### src/rtl/pattern_pkg.sv
// Shared types and constants for the pattern datapath: mode encoding,
// data/delta widths and the shortest legal line.
package pattern_pkg;

  localparam int DATA_W       = 12;
  localparam int DELTA_W      = 2;
  localparam int MIN_LINE_LEN = 2;

  typedef enum logic [2:0] {
    MODE_OFF       = 3'b000,
    MODE_REGULAR   = 3'b001,
    MODE_CONSTANT  = 3'b010,
    MODE_WHITE_1X1 = 3'b011,
    MODE_BLACK_1X1 = 3'b100,
    MODE_WHITE_2X2 = 3'b101,
    MODE_BLACK_2X2 = 3'b110,
    MODE_RAMP      = 3'b111
  } pattern_mode_e;

endpackage

### src/rtl/pattern_timebase.sv
// In-line cycle counter and line counter with clamped L/F latched at frame start.
// Sync, f_sync and frame_done are registered one step ahead so they line up with the counters.
module pattern_timebase
  import pattern_pkg::*;
#(
  parameter int LINE_W  = 13,
  parameter int FRAME_W = 8
) (
  input  logic               clk,
  input  logic               rst_n,
  input  logic               i_start,
  input  logic               i_run,
  input  logic [LINE_W-1:0]  i_line_len,
  input  logic [FRAME_W-1:0] i_lines,
  output logic               o_sync,
  output logic               o_f_sync,
  output logic               o_frame_done,
  output logic [FRAME_W-1:0] o_line_idx
);

  logic [LINE_W-1:0]  r_cnt;
  logic [LINE_W-1:0]  r_len;
  logic [FRAME_W-1:0] r_frames;
  logic [FRAME_W-1:0] r_line;
  logic               r_sync;
  logic               r_f_sync;
  logic               r_frame_done;

  logic               w_line_end;
  logic               w_frame_end;
  logic [LINE_W-1:0]  w_nxt_cnt;
  logic [FRAME_W-1:0] w_nxt_line;
  logic [LINE_W-1:0]  w_len_clamped;
  logic [FRAME_W-1:0] w_frames_clamped;

  always_comb begin
    w_line_end       = (r_cnt == r_len - LINE_W'(1));
    w_frame_end      = (r_line == r_frames - FRAME_W'(1));
    w_nxt_cnt        = r_cnt + LINE_W'(1);
    w_nxt_line       = r_line;
    w_len_clamped    = i_line_len;
    w_frames_clamped = i_lines;
    if (w_line_end) begin
      w_nxt_cnt  = '0;
      w_nxt_line = w_frame_end ? '0 : r_line + FRAME_W'(1);
    end
    if (i_line_len < LINE_W'(MIN_LINE_LEN))
      w_len_clamped = LINE_W'(MIN_LINE_LEN);
    if (i_lines == '0)
      w_frames_clamped = FRAME_W'(1);
  end

  // With L >= 2 cycle 0 can never also be the last cycle, so frame_done starts low.
  always_ff @(posedge clk) begin
    if (!rst_n) begin
      r_cnt        <= '0;
      r_len        <= LINE_W'(MIN_LINE_LEN);
      r_frames     <= FRAME_W'(1);
      r_line       <= '0;
      r_sync       <= 1'b0;
      r_f_sync     <= 1'b0;
      r_frame_done <= 1'b0;
    end else if (i_start) begin
      r_cnt        <= '0;
      r_len        <= w_len_clamped;
      r_frames     <= w_frames_clamped;
      r_line       <= '0;
      r_sync       <= 1'b1;
      r_f_sync     <= 1'b1;
      r_frame_done <= 1'b0;
    end else if (i_run) begin
      r_cnt        <= w_nxt_cnt;
      r_line       <= w_nxt_line;
      r_sync       <= (w_nxt_cnt == '0);
      r_f_sync     <= (w_nxt_cnt == '0) && (w_nxt_line == '0);
      r_frame_done <= (w_nxt_cnt == r_len - LINE_W'(1)) &&
                      (w_nxt_line == r_frames - FRAME_W'(1));
    end else begin
      r_cnt        <= '0;
      r_line       <= '0;
      r_sync       <= 1'b0;
      r_f_sync     <= 1'b0;
      r_frame_done <= 1'b0;
    end
  end

  assign o_sync       = r_sync;
  assign o_f_sync     = r_f_sync;
  assign o_frame_done = r_frame_done;
  assign o_line_idx   = r_line;

endmodule

### src/rtl/pattern_sync_gen.sv
// Frame/line timing master for Pattern_Generator: IDLE/RUN FSM plus frame-stable config shadows.
// Start latency one cycle from enable; frames always run to completion, back-to-back while enable holds.
module pattern_sync_gen
  import pattern_pkg::*;
#(
  parameter int LINE_W  = 13,
  parameter int FRAME_W = 8
) (
  input  logic               clk,
  input  logic               rst_n,
  input  logic               enable,
  input  logic [LINE_W-1:0]  line_len,
  input  logic [FRAME_W-1:0] lines_per_frame,
  input  logic [2:0]         cfg_mode,
  input  logic [DATA_W-1:0]  cfg_const,
  input  logic [DELTA_W-1:0] cfg_x,
  input  logic [DELTA_W-1:0] cfg_y,
  output logic               f_sync,
  output logic               sync,
  output logic [2:0]         Mode,
  output logic [DATA_W-1:0]  constVal,
  output logic [DELTA_W-1:0] X,
  output logic [DELTA_W-1:0] Y,
  output logic [FRAME_W-1:0] line_idx,
  output logic               busy,
  output logic               frame_done
);

  typedef enum logic {ST_IDLE, ST_RUN} state_e;

  state_e             r_state;
  logic               r_busy;
  pattern_mode_e      r_mode;
  logic [DATA_W-1:0]  r_const;
  logic [DELTA_W-1:0] r_x;
  logic [DELTA_W-1:0] r_y;

  logic               w_start;
  logic               w_run;
  logic               w_frame_done;

  // A new frame begins from IDLE or directly after the last cycle of the previous one.
  always_comb begin
    w_start = enable && ((r_state == ST_IDLE) || w_frame_done);
    w_run   = (r_state == ST_RUN) && !w_frame_done;
  end

  always_ff @(posedge clk) begin
    if (!rst_n) begin
      r_state <= ST_IDLE;
      r_busy  <= 1'b0;
      r_mode  <= MODE_OFF;
      r_const <= '0;
      r_x     <= '0;
      r_y     <= '0;
    end else begin
      case (r_state)
        ST_IDLE: begin
          if (enable) begin
            r_state <= ST_RUN;
            r_busy  <= 1'b1;
          end
        end
        ST_RUN: begin
          if (w_frame_done && !enable) begin
            r_state <= ST_IDLE;
            r_busy  <= 1'b0;
          end
        end
        default: begin
          r_state <= ST_IDLE;
          r_busy  <= 1'b0;
        end
      endcase
      if (w_start) begin
        r_mode  <= pattern_mode_e'(cfg_mode);
        r_const <= cfg_const;
        r_x     <= cfg_x;
        r_y     <= cfg_y;
      end
    end
  end

  pattern_timebase #(
    .LINE_W  (LINE_W),
    .FRAME_W (FRAME_W)
  ) u_timebase (
    .clk          (clk),
    .rst_n        (rst_n),
    .i_start      (w_start),
    .i_run        (w_run),
    .i_line_len   (line_len),
    .i_lines      (lines_per_frame),
    .o_sync       (sync),
    .o_f_sync     (f_sync),
    .o_frame_done (w_frame_done),
    .o_line_idx   (line_idx)
  );

  assign frame_done = w_frame_done;
  assign busy       = r_busy;
  assign Mode       = r_mode;
  assign constVal   = r_const;
  assign X          = r_x;
  assign Y          = r_y;

endmodule

### config.mk
export PLATFORM = sky130hd
export DESIGN_NAME = pattern_sync_gen
export DESIGN_NICKNAME = d
export VERILOG_FILES = /design/src/rtl/pattern_pkg.sv /design/src/rtl/pattern_timebase.sv /design/src/rtl/pattern_sync_gen.sv
export SDC_FILE = /design/constraint.sdc
export NUM_CORES = 1
export LEC_CHECK = 0
export BUFFER_PORTS_ARGS = -buffer_cell sky130_fd_sc_hd__buf_2
export CAP_MARGIN = 10
export CORE_MARGIN = 8
export CORE_UTILIZATION = 30
export DETAILED_ROUTE_END_ITERATION = 8
export GPL_ROUTABILITY_DRIVEN = 0
export GPL_TIMING_DRIVEN = 0
export HOLD_SLACK_MARGIN = 0.06
export PLACE_DENSITY = 0.49
export SYNTH_ARGS = -nofsm -noshare
export SYNTH_HDL_FRONTEND = slang
export SYNTH_HIERARCHICAL = 1
export SYNTH_SLANG_ARGS = --single-unit
### constraint.sdc
create_clock -name clk -period 5.45 [get_ports clk]
set_input_delay 0.545 -clock clk [delete_from_list [all_inputs] [get_ports clk]]
set_output_delay 0.545 -clock clk [all_outputs]
set_load 0.02 [all_outputs]
== Word level (Yosys, flattened, before mapping) ==
Cells that the tools add are included.
Cells by class
  add/sub/neg operators: 4
  order comparisons: 1
  eq/ne operators: 6
  multiplexer cells: 15
  bitwise logic cells: 3
  reduce and logical (&&, ||, !) cells: 13
Operator list (count)
  equality test 13 bit: 2
  2-to-1 mux 13 bit: 2
  2-to-1 mux 8 bit: 3
  equality test 8 bit: 2
  zero test 8 bit: 2
  adder 13 x 1 -> 13 bit (second input constant): 1
  zero test 13 bit: 1
  < comparator 13 x 2 -> 1 bit (second input constant): 1
  subtractor 13 x 1 -> 13 bit (second input constant): 1
  adder 8 x 1 -> 8 bit (second input constant): 1
  2-to-1 mux 1 bit: 8
  subtractor 8 x 1 -> 8 bit (second input constant): 1
  logical AND 1 bit: 5
  case mux 1 bit (2 select lines): 2
  NOT 1 bit: 3
  OR reduction 3 bit: 1
  zero test 1 bit: 2
  inequality test 2 x 1 -> 1 bit (second input constant): 1
  inequality test 2 bit (second input constant): 1
  AND reduction 2 bit: 1
  logical OR 1 bit: 1
Word-level totals
  bits in registers: 66
  word-level logic and storage cells: 55

== Depth between registers and ports, before layout ==
Gate-level depths: netlist (run 1).
  depth in word-level cells: 8
  depth in mapped cells: 15
  depth with buffers taken out: 12

== Cells and area by module ==
Netlist (run 1), hierarchy kept.
By module, submodules not included
  pattern_timebase: instances 1, cells each 453, area each 3552.2 um^2, sequential area each 900.9 um^2
  pattern_sync_gen: instances 1, cells each 92, area each 865.8 um^2, sequential area each 420.4 um^2

== Worst setup path after synthesis (run 1) ==
Ideal clock, no wire load.
  kind: reg2reg
  start: reg u_timebase.r_len[0]
  end: reg u_timebase.r_frame_done (netlist: u_timebase/o_frame_done)
  library setup time: 0.103 ns
  arrival: 3.653 ns
  required time: 5.347 ns
  path slack: 1.694 ns
  stages on the path, launching flop included: 15
  path through: dfxtp_1 -> inv_1 -> ha_1 -> buf_4 -> nor3b_1 -> nor2_1 -> a211o_1 -> a2111o_1 -> or4_4 -> buf_6 -> o21ai_0 -> o21ai_1 -> xnor2_1 -> or3b_1 -> a2111oi_2
Between the ends
  longest elaborated chain between the ends: 5
  elaborated cells between the ends (all ways): 7
  classes of those cells: add/sub (1); eq/ne (3); mux (2); reduce/logical (1)
RTL lines
  from (decl): line pattern_timebase.sv:22  | logic [LINE_W-1:0] r_len;
  from (signal assigned): line pattern_timebase.sv:57  | r_len <= LINE_W'(MIN_LINE_LEN);
  from (signal assigned): line pattern_timebase.sv:65  | r_len <= w_len_clamped;
  subtractor 13 x 1 -> 13 bit *: line pattern_timebase.sv:37, pattern_timebase.sv:76
  equality test 13 bit: line pattern_timebase.sv:37  | w_line_end = (r_cnt == r_len - LINE_W'(1));
  2-to-1 mux 13 bit / 2-to-1 mux 8 bit (equally long branches): line pattern_timebase.sv:43  | if (w_line_end) begin
  equality test 13 bit / equality test 8 bit (equally long branches): line pattern_timebase.sv:76, pattern_timebase.sv:77
  logical AND 1 bit *: line pattern_timebase.sv:76  | r_frame_done <= (w_nxt_cnt == r_len - LINE_W'(1)) &&
  to (signal assigned): line pattern_timebase.sv:76
  to (decl): line pattern_timebase.sv:27  | logic r_frame_done;
Mark *: on every way between the ends. The rest lies on a longest branch, timed or not.
A chain may end at the register's enable or synchronous reset.

== Final worst setup path (run 1) ==
Same ends and word-level chain as after synthesis.

==> results.txt, run 1 <==
Crit Path Max Fanout: 10
num rows: 44
Hold Path End: u_timebase/r_len[0]
maximum number of pins on one net before global-route repair: 14
later-pin clock latency in the skew report: 0.32 ns
global route total overflow: 0
crit path from: u_timebase/r_len[0]
Post-DRT Antenna Nets: 0
leakage: 2.16 nW
synth warn: 6
Worst Path Arrival: 4.49 ns
crit end category: flop
DR WL/cell: 15.9 microns
initial antenna violation count: 0
Reg2Reg Depth: 13
area leader, netlist: dfxtp_1
Root Driver: clkbuf_16
Total Routed Length: 13000 microns
R2R Path End: u_timebase/o_frame_done
Nets: 676
Worst R2R Setup Slack: 1.15 ns
dpl cells: 802
Fin. Hold Viols: 0
Place WS: 1.23 ns
height of the die: 137 microns
IO buf count: 73
diode count: 0
final core utilization: 36.6%
non-filler cells, final: 817
sequential area share after synthesis: 29.9%
# resized after CTS: 0
final hold slack: 0.449 ns
Die ar.: 18900 sq um
Die W: 137 microns
ys async rst share: 0%
clock skew: 0.00643 ns
area post-placement: 5010 sq um
predominant post-synthesis flop cell: dfxtp_1
mapped cell area: 4420 sq um
Clk pin slew, worst setup/hold paths: 0.05 ns
# Post-CTS Setup Buffers: 0
Avg Cell Area, Syn: 8.11 sq um
final worst slack: 1.15 ns
worst-margin pin slew: 1.06 ns
Initial Util: 30.5%
Power Density: 255 nW/um^2
max-cap viol count: 0
Residual DRC: 0
Layout area overhead: 19.9%
first-pass GRT wire length: 21400 microns
Longest Clk Path Bufs: 2
min Tclk post-route: 4.30 ns
Worst Hold Class: in2reg
detail-routed via count per cell: 5.05
setup TNS: 0 ns
Iter 0 DRT Violations: 196
hold wc startpoint: line_len[0]
Hold Path Depth: 2
share of the synthesized area in the top cell type: 29.9%
highest clock rate: 0.233 GHz
core area: 14500 sq um
Synth area leaders: dfxtp_1, mux2i_1, xnor2_1
layout cells sized above 1: 17.4%
fillcell total: 1505
htree depth: 3
detailed-route via count: 4123
status: finished, final reports clean
CTS Buf Count: 9
fin area: 5300 sq um
Setup CP Type: reg2reg
Global Route Usage Sum: 14.2%
final setup vio count: 0
hold_buf cts: 0
CTS tree: done
period utilization: 78.8%
critical register-to-register path startpoint: u_timebase/r_len[0]
Worst slew margin: 28.4%
number of global-route vias before repair: 4147
Synth cell types: 74
Detailed Place HPWL: 10500 microns
Post-Synthesis Cells: 545
RSZ-0062 raised after global routing: no
CP startpoint kind: flop
Power Total: 1.35 mW
post-synth net total: 592
drt pass-1 iters: 6
worst vdd rail ir drop: 0.119 mV
Yosys reg bits: 66
WP data required: 5.64 ns
number of flops mapped to enable cells by yosys: 0
IO Pins: 74
fin. max-slew vios: 0
CTS Sinks: 66
==> synthesized netlist by cell type, types with 4 or more instances <==
master and count:
a211oi_1 5, a21oi_1 12, a31oi_1 5, and2_1 4, and3_1 7, buf_1 4
clkbuf_1 20, dfxtp_1 66, ha_1 4, inv_1 12, mux2i_1 39, nand2_1 75
nand2b_1 5, nand3_1 19, nand4_1 12, nor2_1 46, nor2b_1 27, nor3_1 11
nor4_1 9, nor4b_1 4, o21ai_0 19, xnor2_1 35, xor2_1 25
==> worst max-delay path, stage by stage, from the launching register on <==
cell and delay [ns]:
dfxtp_1 0.37, inv_1 0.12, ha_1 0.15, buf_4 0.16, nor3b_1 0.44, nor2_1 0.10
a211o_1 0.32, a2111o_1 0.41, nor4_4 0.62, nand2_1 0.22, o21ai_1 0.29, xnor2_1 0.12
or3b_1 0.41, a2111oi_2 0.45
==> layout make-up <==
type	count	area [sq um]	share of cell area, %
buffer	32	171	3.23
tap	184	230	4.34
clock inverter	5	56.3	1.06
inverter	12	45.0	0.850
timing repair buffer	73	365	6.89
clock buffer	10	229	4.32
sequential	66	1320	24.9
multi-input combinational	435	2880	54.4
==> flip-flops by register name (all words and copies together), names as in the netlist, 2 cells and up <==
signal                 cells
u_timebase/r_frames        8
u_timebase/r_cnt          13
Mode                       3
X                          2
Y                          2
u_timebase/o_line_idx      8
constVal                  12
u_timebase/r_len          13
==> cells in the final DEF, fill, tap and decap left out, drive strengths merged, types with 5 or more instances in the layout <==
cell    instances
buf            85
nand2          75
dfxtp          66
nor2           46
mux2i          39
xnor2          36
clkbuf         30
nor2b          29
xor2           25
o21ai          23
nand3          19
inv            12
a21oi          12
nand4          12
nor3           11
nor4           10
and3            7
a31oi           5
a211oi          5
nand2b          5
and2            5
or4             5
==> per-layer routing <==
metal / global-route usage (%) / wire [microns]
met1: 17.9 / 6070
met2: 23.0 / 5980
met3: 4.12 / 831
met4: 4.22 / 137
met5: 0 / 0
==> where the power goes <==
part / internal, mW / switching, mW
clock: 0.350 / 0.204
combinational: 0.114 / 0.157
sequential: 0.504 / 0.0205
==> worst max path at each step <==
stage / to / slack, ns / cells past startpoint
4_1_cts: u_timebase/o_frame_done / 1.20 / 13
5_1_grt: u_timebase/o_frame_done / 0.83 / 12
3_5_place_dp: u_timebase/o_frame_done / 1.23 / 13
2_1_floorplan: u_timebase/o_frame_done / 1.69 / 14
6_report: u_timebase/o_frame_done / 1.15 / 13
3_3_place_gp: u_timebase/o_frame_done / 1.14 / 13
==> kinds of logic after synthesis <==
group | Yosys count | share of synthesized area, %
multiplexers | 39 | 8.84
buffers and inverters | 44 | 4.90
AND/OR/NAND/NOR | 249 | 29.7
adder cells (fa/ha/maj) | 4 | 1.13
AO/OA/AOI/OAI | 81 | 12.7
flip-flops | 66 | 29.9
XOR/XNOR | 62 | 12.8
(Power assumes the default switching activity.)
==> run 2: changes to the inputs <==
- ABC_AREA: unset -> 1
- PLACE_DENSITY: 0.49 -> 0.5
- clock period: 5.45 -> 3.8 ns (I/O delays scaled with it)
==> run 2 against run 1 <==
Against the previous run:
- worst setup slack got worse by 0.27 ns
- via count up 16%
- utilization is 0.30 points lower
- area after synthesis rose by 3.8%
- global-route usage barely moved
- count of clock-buffer cells in the layout unchanged
- register-to-register slack worse by 0.27 ns
- clock skew hardly changed
==> results.txt, run 2 <==
number of global-route vias before repair: 4640
Root Driver: clkbuf_16
Worst Path Arrival: 3.19 ns
R2R Path End: u_timebase/o_frame_done
first-pass GRT wire length: 22300 microns
ys async rst share: 0%
worst vdd rail ir drop: 0.202 mV
CTS Sinks: 66
min Tclk post-route: 2.92 ns
CP bufs+invs: 2
CTS Buf Count: 9
post-synth net total: 817
Iter 0 DRT Violations: 216
Commonest cells post-synth: nand2_1, inv_1, nor2_1
detail-routed via count per cell: 4.59
Crit path largest cell delay: 0.34 ns
Nets: 900
Longest Clk Path Bufs: 2
status: finished, final reports clean
Fin. Hold Viols: 0
Hold Path Depth: 3
Setup CP Type: reg2reg
later-pin clock latency in the skew report: 0.34 ns
Synth cell types: 35
Synth area leaders: dfxtp_1, nand2_1, nand3_1
Worst R2R Setup Slack: 0.88 ns
# Post-CTS Setup Buffers: 0
critical register-to-register path startpoint: u_timebase/r_len[0]
WP data required: 4.07 ns
Worst slew margin: 56.7%
multi-input logic area: 2710 sq um
CP max-delay cell: dfxtp_1
share of the synthesized area in the top cell type: 28.8%
highest clock rate: 0.343 GHz
IO Pins: 74
FF+latch area: 1320 sq um
period utilization: 76.8%
initial antenna violation count: 0
diode count: 0
fillcell total: 1715
Hold Path End: u_timebase/r_frames[6]
DR WL/cell: 13.0 microns
Power Density: 370 nW/um^2
mapped cell area: 4580 sq um
most frequent cell after synthesis: nand2_1
fin. max-slew vios: 0
clock skew: 0.00671 ns
Initial Util: 30.4%
global route total overflow: 0
Residual DRC: 0
Power Total: 2.02 mW
height of the die: 140 microns
hold wc startpoint: lines_per_frame[6]
leakage: 2.82 nW
predominant post-synthesis flop cell: dfxtp_1
Crit Path Max Fanout: 10
max-cap viol count: 0
crit end category: flop
# resized after CTS: 0
most frequent cells in the layout: nand2_1, inv_1, nor2_1
Worst Hold Class: in2reg
non-filler cells, final: 1046
Layout area overhead: 19.5%
Die ar.: 19500 sq um
sequential area share after synthesis: 28.8%
Post-DRT Antenna Nets: 0
Reg2Reg Depth: 19
Clk pin slew, worst setup/hold paths: 0.06 ns
number of flops mapped to enable cells by yosys: 0
detailed-route via count: 4802
Die W: 140 microns
Post-Synthesis Cells: 770
hold_buf cts: 0
final setup vio count: 0
Yosys reg bits: 66
worst-margin pin slew: 0.649 ns
dpl cells: 1030
htree depth: 3
Global Route Usage Sum: 14.2%
CP startpoint kind: flop
area leader, netlist: dfxtp_1
IO buf count: 72
core area: 15100 sq um
maximum number of pins on one net before global-route repair: 13
num rows: 45
Detailed Place HPWL: 11000 microns
drt pass-1 iters: 5
critical path's top delay family: simple AND/OR/NAND/NOR gates
commonest non-fill, non-tap cell in the layout: nand2_1
CP most frequent cell: nand2_1
layout cells sized above 1: 16.0%
setup TNS: 0 ns
worst path cell trace: inv_2, ha_1, nand2_1, nor2_2, nand3_1, nand2_1, nand3_1, nand2_1, nand3_1, nor2_2, nand2_4, buf_6, nand3_1, nand2_1, nor2_1, nand2_1, nor2_1, nand4_1, nor2_1
Avg Cell Area, Syn: 5.95 sq um
RSZ-0062 raised after global routing: no
synth warn: 6
Total Routed Length: 13600 microns
CTS tree: done
==> run 2: changes by cell type in the layout (fill, tap and decap cells not counted), sizes merged, moves of 15 or more <==
cell | before | now
a21oi | 12 | 27
nand2 | 75 | 237
inv | 12 | 116
mux2i | 39 | 0
nand3 | 19 | 101
nor2b | 29 | 0
nor2 | 46 | 122
xnor2 | 36 | 1
==> run 2: how the worst max path moves through the flow <==
stage	from	slack (ns)	endpoint	cells after the start
6_report	u_timebase/r_len[0]	0.88	u_timebase/o_frame_done	19
3_5_place_dp	u_timebase/r_len[0]	0.90	u_timebase/o_frame_done	19
4_1_cts	u_timebase/r_len[0]	0.88	u_timebase/o_frame_done	19
5_1_grt	u_timebase/r_len[0]	0.56	u_timebase/o_frame_done	19
3_3_place_gp	u_timebase/r_len[0]	0.87	u_timebase/o_frame_done	19
2_1_floorplan	u_timebase/r_len[0]	1.53	u_timebase/o_f_sync	20
==> run 2: where the power goes <==
part           total (mW)  internal (mW)  switching, mW
clock               0.845          0.509          0.335
combinational       0.429          0.147          0.282
sequential          0.751          0.726         0.0248
total                2.02           1.38          0.642
==> run 2: worst min-delay path, delay by kind of cell <==
family,cells,cell delay (ns)
AO/OA/AOI/OAI,1,0.05
buffers and inverters,1,0.09
AND/OR/NAND/NOR,1,0.04
==> run 2: per-stage QoR <==
stage | area (sq um) | hold slack, ns | worst slack (ns) | util [%]
finish | 5480 | 0.257 | 0.882 | 36.3
global route | 5480 | 0.271 | 0.559 | 36.3
CTS | 5480 | 0.247 | 0.877 | 36.3
detailed placement | 5180 | 0.465 | 0.897 | 34.3
global placement | 5180 | 0.459 | 0.870 | 34.3
floorplan | 4580 | 0.462 | 1.53 | -
==> run 2: area by class of cell <==
type | instances | share of cell area, %
buffer | 17 | 2.10
clock buffer | 10 | 4.18
clock inverter | 6 | 1.23
inverter | 118 | 8.09
multi-input combinational | 569 | 49.4
sequential | 66 | 24.1
tap | 188 | 4.30
timing repair buffer | 72 | 6.58
==> run 2: layer usage <==
metal / GRT usage, % / vias to the layer above / share of wire [%]
met4: 6.11 / 0 / 2.2
met5: 0 / - / 0
met1: 17.4 / 2100 / 48
met2: 23.3 / 100 / 45
met3: 3.21 / 18 / 5.3
li1: - / 2584 / -
==> run 2: cell families after synthesis <==
kind of cell / count (synthesis) / share of synthesized area (%)
flops: 66 / 28.8
buf+inv: 135 / 12.2
fa+ha+maj: 4 / 1.09
simple gates: 480 / 46.2
xor+xnor: 19 / 3.93
compound gates: 66 / 7.78
